===== config.mk =====
export PLATFORM = sky130hd
export DESIGN_NAME = sva_req_pulse_mon
export DESIGN_NICKNAME = d
export VERILOG_FILES = /design/src/rtl/sva_pulse_mon_pkg.sv /design/src/rtl/sva_pulse_chan.sv /design/src/rtl/sva_req_pulse_mon.sv
export SDC_FILE = /design/constraint.sdc
export NUM_CORES = 1
export LEC_CHECK = 0
export CORE_ASPECT_RATIO = 1.75
export CORE_MARGIN = 2
export CORE_UTILIZATION = 49
export CTS_CLUSTER_SIZE = 14
export DETAILED_ROUTE_END_ITERATION = 12
export HOLD_SLACK_MARGIN = 0.02
export PLACE_DENSITY = 0.74
export SLEW_MARGIN = 30
export SYNTH_ARGS = -nofsm -noshare
export SYNTH_HDL_FRONTEND = slang
export SYNTH_HIERARCHICAL = 1
export SYNTH_SLANG_ARGS = --single-unit

===== constraint.sdc =====
create_clock -name clk -period 2.95 [get_ports clk]
set_clock_uncertainty 0.15 [all_clocks]
set_input_delay 0.885 -clock clk [delete_from_list [all_inputs] [get_ports clk]]
set_output_delay 0.885 -clock clk [all_outputs]
set_load 0.03 [all_outputs]

===== src/rtl/sva_pulse_mon_pkg.sv =====
// Shared types and constants for the request-pulse monitor.
package sva_pulse_mon_pkg;

    typedef enum logic [1:0] {IDLE, HIGH, STUCK, COOL} pulse_st_e;

    localparam logic ERR_OVERLONG = 1'b1;
    localparam logic ERR_SHORTGAP = 1'b0;

    function automatic int unsigned max2(input int unsigned a, input int unsigned b);
        return (a > b) ? a : b;
    endfunction

endpackage


===== src/rtl/sva_pulse_chan.sv =====
// One channel of the request-pulse monitor: FSM plus run-length counter.
// viol/kind are combinational and describe the rule broken at the coming edge.
module sva_pulse_chan
    import sva_pulse_mon_pkg::*;
#(
    parameter int unsigned MAX_HIGH = 1,
    parameter int unsigned MIN_LOW  = 1
) (
    input  logic clk,
    input  logic rst_n,
    input  logic en,
    input  logic req,
    output logic viol,
    output logic kind,
    output logic busy
);

    localparam int unsigned RUN_W = $clog2(max2(MAX_HIGH, MIN_LOW) + 1);
    localparam logic [RUN_W-1:0] RUN_ONE = RUN_W'(1);
    localparam logic [RUN_W-1:0] MAX_R   = RUN_W'(MAX_HIGH);
    localparam logic [RUN_W-1:0] MIN_R   = RUN_W'(MIN_LOW);

    pulse_st_e        state_q, state_d;
    logic [RUN_W-1:0] run_q, run_d;

    always_ff @(posedge clk or negedge rst_n) begin
        if (!rst_n) begin
            state_q <= IDLE;
            run_q   <= '0;
        end else begin
            state_q <= state_d;
            run_q   <= run_d;
        end
    end

    always_comb begin
        state_d = state_q;
        run_d   = run_q;
        viol    = 1'b0;
        kind    = ERR_SHORTGAP;
        if (!en) begin
            state_d = IDLE;
            run_d   = '0;
        end else begin
            case (state_q)
                IDLE: begin
                    if (req) begin
                        state_d = HIGH;
                        run_d   = RUN_ONE;
                    end
                end
                HIGH: begin
                    if (!req) begin
                        state_d = COOL;
                        run_d   = RUN_ONE;
                    end else if (run_q == MAX_R) begin
                        viol    = 1'b1;
                        kind    = ERR_OVERLONG;
                        state_d = STUCK;
                    end else begin
                        run_d = run_q + RUN_ONE;
                    end
                end
                STUCK: begin
                    // Only one overlong report per pulse, however long req stays up.
                    if (!req) begin
                        state_d = COOL;
                        run_d   = RUN_ONE;
                    end
                end
                COOL: begin
                    if (req) begin
                        viol    = (run_q != MIN_R);
                        kind    = ERR_SHORTGAP;
                        state_d = HIGH;
                        run_d   = RUN_ONE;
                    end else if (run_q == MIN_R) begin
                        state_d = IDLE;
                        run_d   = '0;
                    end else begin
                        run_d = run_q + RUN_ONE;
                    end
                end
                default: begin
                    state_d = IDLE;
                    run_d   = '0;
                end
            endcase
        end
    end

    assign busy = (state_q != IDLE);

endmodule


===== src/rtl/sva_req_pulse_mon.sv =====
// Multi-channel request-pulse protocol monitor with registered error reporting.
// Optional SVA checks are compiled in with SVA_PULSE_ASSERT_EN.
module sva_req_pulse_mon
    import sva_pulse_mon_pkg::*;
#(
    parameter int unsigned NUM_CH   = 4,
    parameter int unsigned MAX_HIGH = 1,
    parameter int unsigned MIN_LOW  = 1,
    parameter int unsigned CNT_W    = 8
) (
    input  logic              clk,
    input  logic              rst_n,
    input  logic              en,
    input  logic [NUM_CH-1:0] req,
    input  logic              clr_err,
    output logic [NUM_CH-1:0] err_pulse,
    output logic [NUM_CH-1:0] err_kind,
    output logic [NUM_CH-1:0] err_sticky,
    output logic [CNT_W-1:0]  err_cnt,
    output logic              busy
);

    localparam int unsigned PC_W  = $clog2(NUM_CH + 1);
    localparam int unsigned SUM_W = max2(CNT_W, PC_W) + 1;
    localparam logic [CNT_W-1:0] CNT_MAX = '1;

    logic [NUM_CH-1:0] viol, kind, chan_busy;
    logic [PC_W-1:0]   pc;
    logic [SUM_W-1:0]  sum;
    logic [CNT_W-1:0]  cnt_d;
    logic [NUM_CH-1:0] sticky_d;

    for (genvar i = 0; i < NUM_CH; i++) begin : g_chan
        sva_pulse_chan #(
            .MAX_HIGH(MAX_HIGH),
            .MIN_LOW (MIN_LOW)
        ) u_chan (
            .clk  (clk),
            .rst_n(rst_n),
            .en   (en),
            .req  (req[i]),
            .viol (viol[i]),
            .kind (kind[i]),
            .busy (chan_busy[i])
        );
    end

    always_comb begin
        pc = '0;
        for (int unsigned i = 0; i < NUM_CH; i++) begin
            pc = pc + PC_W'(viol[i]);
        end
        // Clear takes effect before this cycle's violations are added.
        sum      = (clr_err ? '0 : SUM_W'(err_cnt)) + SUM_W'(pc);
        cnt_d    = (sum > SUM_W'(CNT_MAX)) ? CNT_MAX : sum[CNT_W-1:0];
        sticky_d = (clr_err ? '0 : err_sticky) | viol;
    end

    always_ff @(posedge clk or negedge rst_n) begin
        if (!rst_n) begin
            err_pulse  <= '0;
            err_kind   <= '0;
            err_sticky <= '0;
            err_cnt    <= '0;
        end else begin
            err_pulse  <= viol;
            err_kind   <= viol & kind;
            err_sticky <= sticky_d;
            err_cnt    <= cnt_d;
        end
    end

    assign busy = |chan_busy;

`ifdef SVA_PULSE_ASSERT_EN
    for (genvar i = 0; i < NUM_CH; i++) begin : g_sva
        a_overlong: assert property (@(posedge clk) disable iff (!rst_n || !en)
            $rose(req[i]) |-> ##[1:MAX_HIGH] !req[i])
            else $error("ch%0d overlong high", i);
        a_shortgap: assert property (@(posedge clk) disable iff (!rst_n || !en)
            $fell(req[i]) |-> !req[i] [*MIN_LOW])
            else $error("ch%0d short low gap", i);
        c_legal: cover property (@(posedge clk) disable iff (!rst_n || !en)
            $rose(req[i]) ##0 req[i] [*1:MAX_HIGH] ##1 !req[i] [*MIN_LOW]);
    end
`else
    // No protocol assertions in this build; monitor outputs are unaffected.
`endif

endmodule


==> run metrics <==
NetSw=767.6 uW; failing checks=setup timing; Setup crit start kind=primary input; CP Depth=11; Worst Path Buf+Inv=2; FF+latch area=803.3 um2; die footprint=4546 um2; first-pass iteration count of the detailed router=4; Data required, critical path=2.96 ns; Final Hold Fails=0; Unique masters post-synth=32; Sw Ratio=38.72%; cell taking the most area after synthesis=dfrtp_1; clock group share of total power=18.2%; setup TNS=-0.1592 ns; DRT iter0 DRCs=25; final worst-path setup slack=-0.07211 ns; Synth top cells by count=dfrtp_1, ha_1, inv_1, nand2_1, nor2_1; worst-path maximum fanout=5; largest net degree at the start of global routing=33; critical path class=primary input to register; worst path cell trace=buf_12 > nand2_4 > a21oi_4 > fa_1 > inv_1 > fa_2 > fa_2 > and3b_2 > nand3_2 > nor3b_2 > nor3_1; fin crit share=102.4%; max_slew headroom=69.40%; Peak VDD IR=446.9 uV; dominant cells by area after synthesis=dfrtp_1, ha_1, inv_1, mux2i_1, nand2_1; LEAKAGE=0.001381 uW; final net count=308; Fmax achieved=0.3309 GHz; clock buffer depth=2; Routed wire per std cell=15.27 um; share of cells above drive strength 1=31.99%; Crit path top cell by count=fa_2; outcome=finished, violations left; Top Family by Delay on Critical Path=adder cells; synthesized area per cell=10.01 um2; critical path arrival=3.04 ns; CORE AREA=3866 um2; flop-to-flop setup slack=-0.03 ns; CP max stage cell=fa_1; Vias=1,729; ant diodes=0; Die Height=87.71 um; Worst-Skew Late Latency=0.28 ns; EDFF count, synth=0; Slew Limit Fails=0; vias in the first global route=1,853; crit-path max cell delay=0.54 ns; die width=51.83 um; Starting Density=50.74%; Vias/cell=5.403; Worst R2R Path Depth=11; Sequential Power Share=31.4%; Crit. End Element=register; synthesis-to-layout area growth=47.45%; min Tclk post-route=3.022 ns; top cell type's share of synthesized area=40.82%; Post-DRT Antenna Nets=0; initial antenna violation count=0; Gate power share=50.4%; area of the multi-input gates=1249 um2; Seq/Total Area, Yosys=40.82%; total global-route track usage=23.62%; count leader, synth=dfrtp_1; Clock Tree Root=clkbuf_8; # DRC=0; Post-Syn Area=1962 um2; Internal Power=1215 uW; Ys Warns=6; ys async rst share=100.0%; Slew @ Worst Pin=0.4475 ns; global-route wire length before repair=7948 um; MaxCap Viol Count=0; CTS H-Tree Depth=2; flops & latches, synth=32; I/O pin count=29; Most used DFF post-synth=dfrtp_1; CTS sink cnt=32; routability cong.=0.7896; unrepaired setup endpoints after global routing=true; final WL=4887 um; Rows=30; TritonCTS clock tree=built; Post-Route Utilization=74.82%; hold depth=1; Net Count, Synth=232; Fill cells=292; CTS Hold Buffers Added=0; Reg clk slew, reported paths=0.06 ns; Detail Placement HPWL=3442 um; Syn Inst Count=196; IO Port Bufs=28; Total Power=1982 uW; Num CTS Buffers=5; Hold WC Path Type=register to register; Final Setup Violations=3; PD cells=685.3 nW/um2; total grt overflow=0
-- path summary, 6_finish.rpt --
kind / start / to
worst max-delay path: en / err_cnt[6]
worst min-delay path: err_sticky[2] / err_sticky[2]
worst max register to register: g_chan[0].u_chan/state_q[0] / err_cnt[6]
worst min register to register: err_sticky[2] / err_sticky[2]
max in group asynchronous: rst_n / g_chan[3].u_chan/state_q[0]
min in group asynchronous: rst_n / g_chan[0].u_chan/run_q
-- layout make-up --
class	count	share of cell area (%)
inverters	25	3.244
repair buffers	69	20.42
well taps	48	2.076
multi-input cells	139	43.17
clock buffers	7	3.330
flip-flops and latches	32	27.77
-- cell families (layout without fill, tap and decap cells) --
group | after synthesis | in the layout | synth area share, %
and+or+nand+nor | 63 | 63 | 16.26
AOI/OAI and AO/OA | 37 | 37 | 13.65
DFF | 32 | 32 | 40.82
adders and majority gates | 28 | 28 | 19.01
buffers and inverters | 25 | 101 | 4.783
muxes | 9 | 9 | 4.592
xor gates and xnor gates | 2 | 2 | 0.8930
-- registers in the layout (all words and copies together) (netlist names) --
| signal | cells |
|---|---|
| err_cnt | 8 |
| err_kind | 4 |
| err_pulse | 4 |
| err_sticky | 4 |
| g_chan.u_chan/run_q | 4 |
| g_chan.u_chan/state_q | 8 |
-- per-layer routing --
layer,global-route usage [%],vias to the layer above,wire (um)
met5,0,-,0
met4,12.68,0,218
met3,3.584,19,121
met2,45.57,44,2819
met1,22.76,844,1728
li1,-,822,-
-- power by group through the flow --
stage                     clock network, uW  logic [uW]  registers [uW]
after floorplan                           0         487             643
after global placement                    0         891             605
after detailed placement                  0         919             608
after CTS                               368         935             603
after global routing                    389        1120             634
final                                   361         999             622
-- repair_timing --
item	in CTS	in global routing
setup buffers	2	7
resized for setup	27	36
pin swaps	9	8
setup endpoints to repair	9	9
-- cell usage in the layout (no fill, tap or decap), types with 5 or more instances in the layout --
cell type,n
clkdlybuf4s50_1,22
nor2b_1,5
nand2_1,12
clkbuf_8,7
nand2b_1,7
inv_1,22
buf_4,40
dfrtp_1,30
nor3_1,5
o22ai_1,8
ha_1,19
mux2i_1,9
nor2_1,10
-- per-stage QoR --
step	cells	instance area [um2]	setup slack, ns	hold WS, ns
after detailed placement	305	2599	-0.8362	0.3178
after global routing	320	2893	-0.1436	0.3539
after floorplan	196	2011	-0.2212	0.4367
after CTS	314	2740	-0.1479	0.3315
after global placement	305	2599	-0.7796	0.3128
final	320	2893	-0.07211	0.3241
-- worst reg2reg max path, delay by kind of cell (launching register included) --
kind | cells | cell delay, ns
AO/OA/AOI/OAI | 1 | 0.08
adder cells (fa/ha/maj) | 4 | 1.43
buffers and inverters | 1 | 0.05
flip-flops | 1 | 0.43
AND/OR/NAND/NOR | 5 | 0.72
Note: power is estimated with default switching activity, not from simulation.
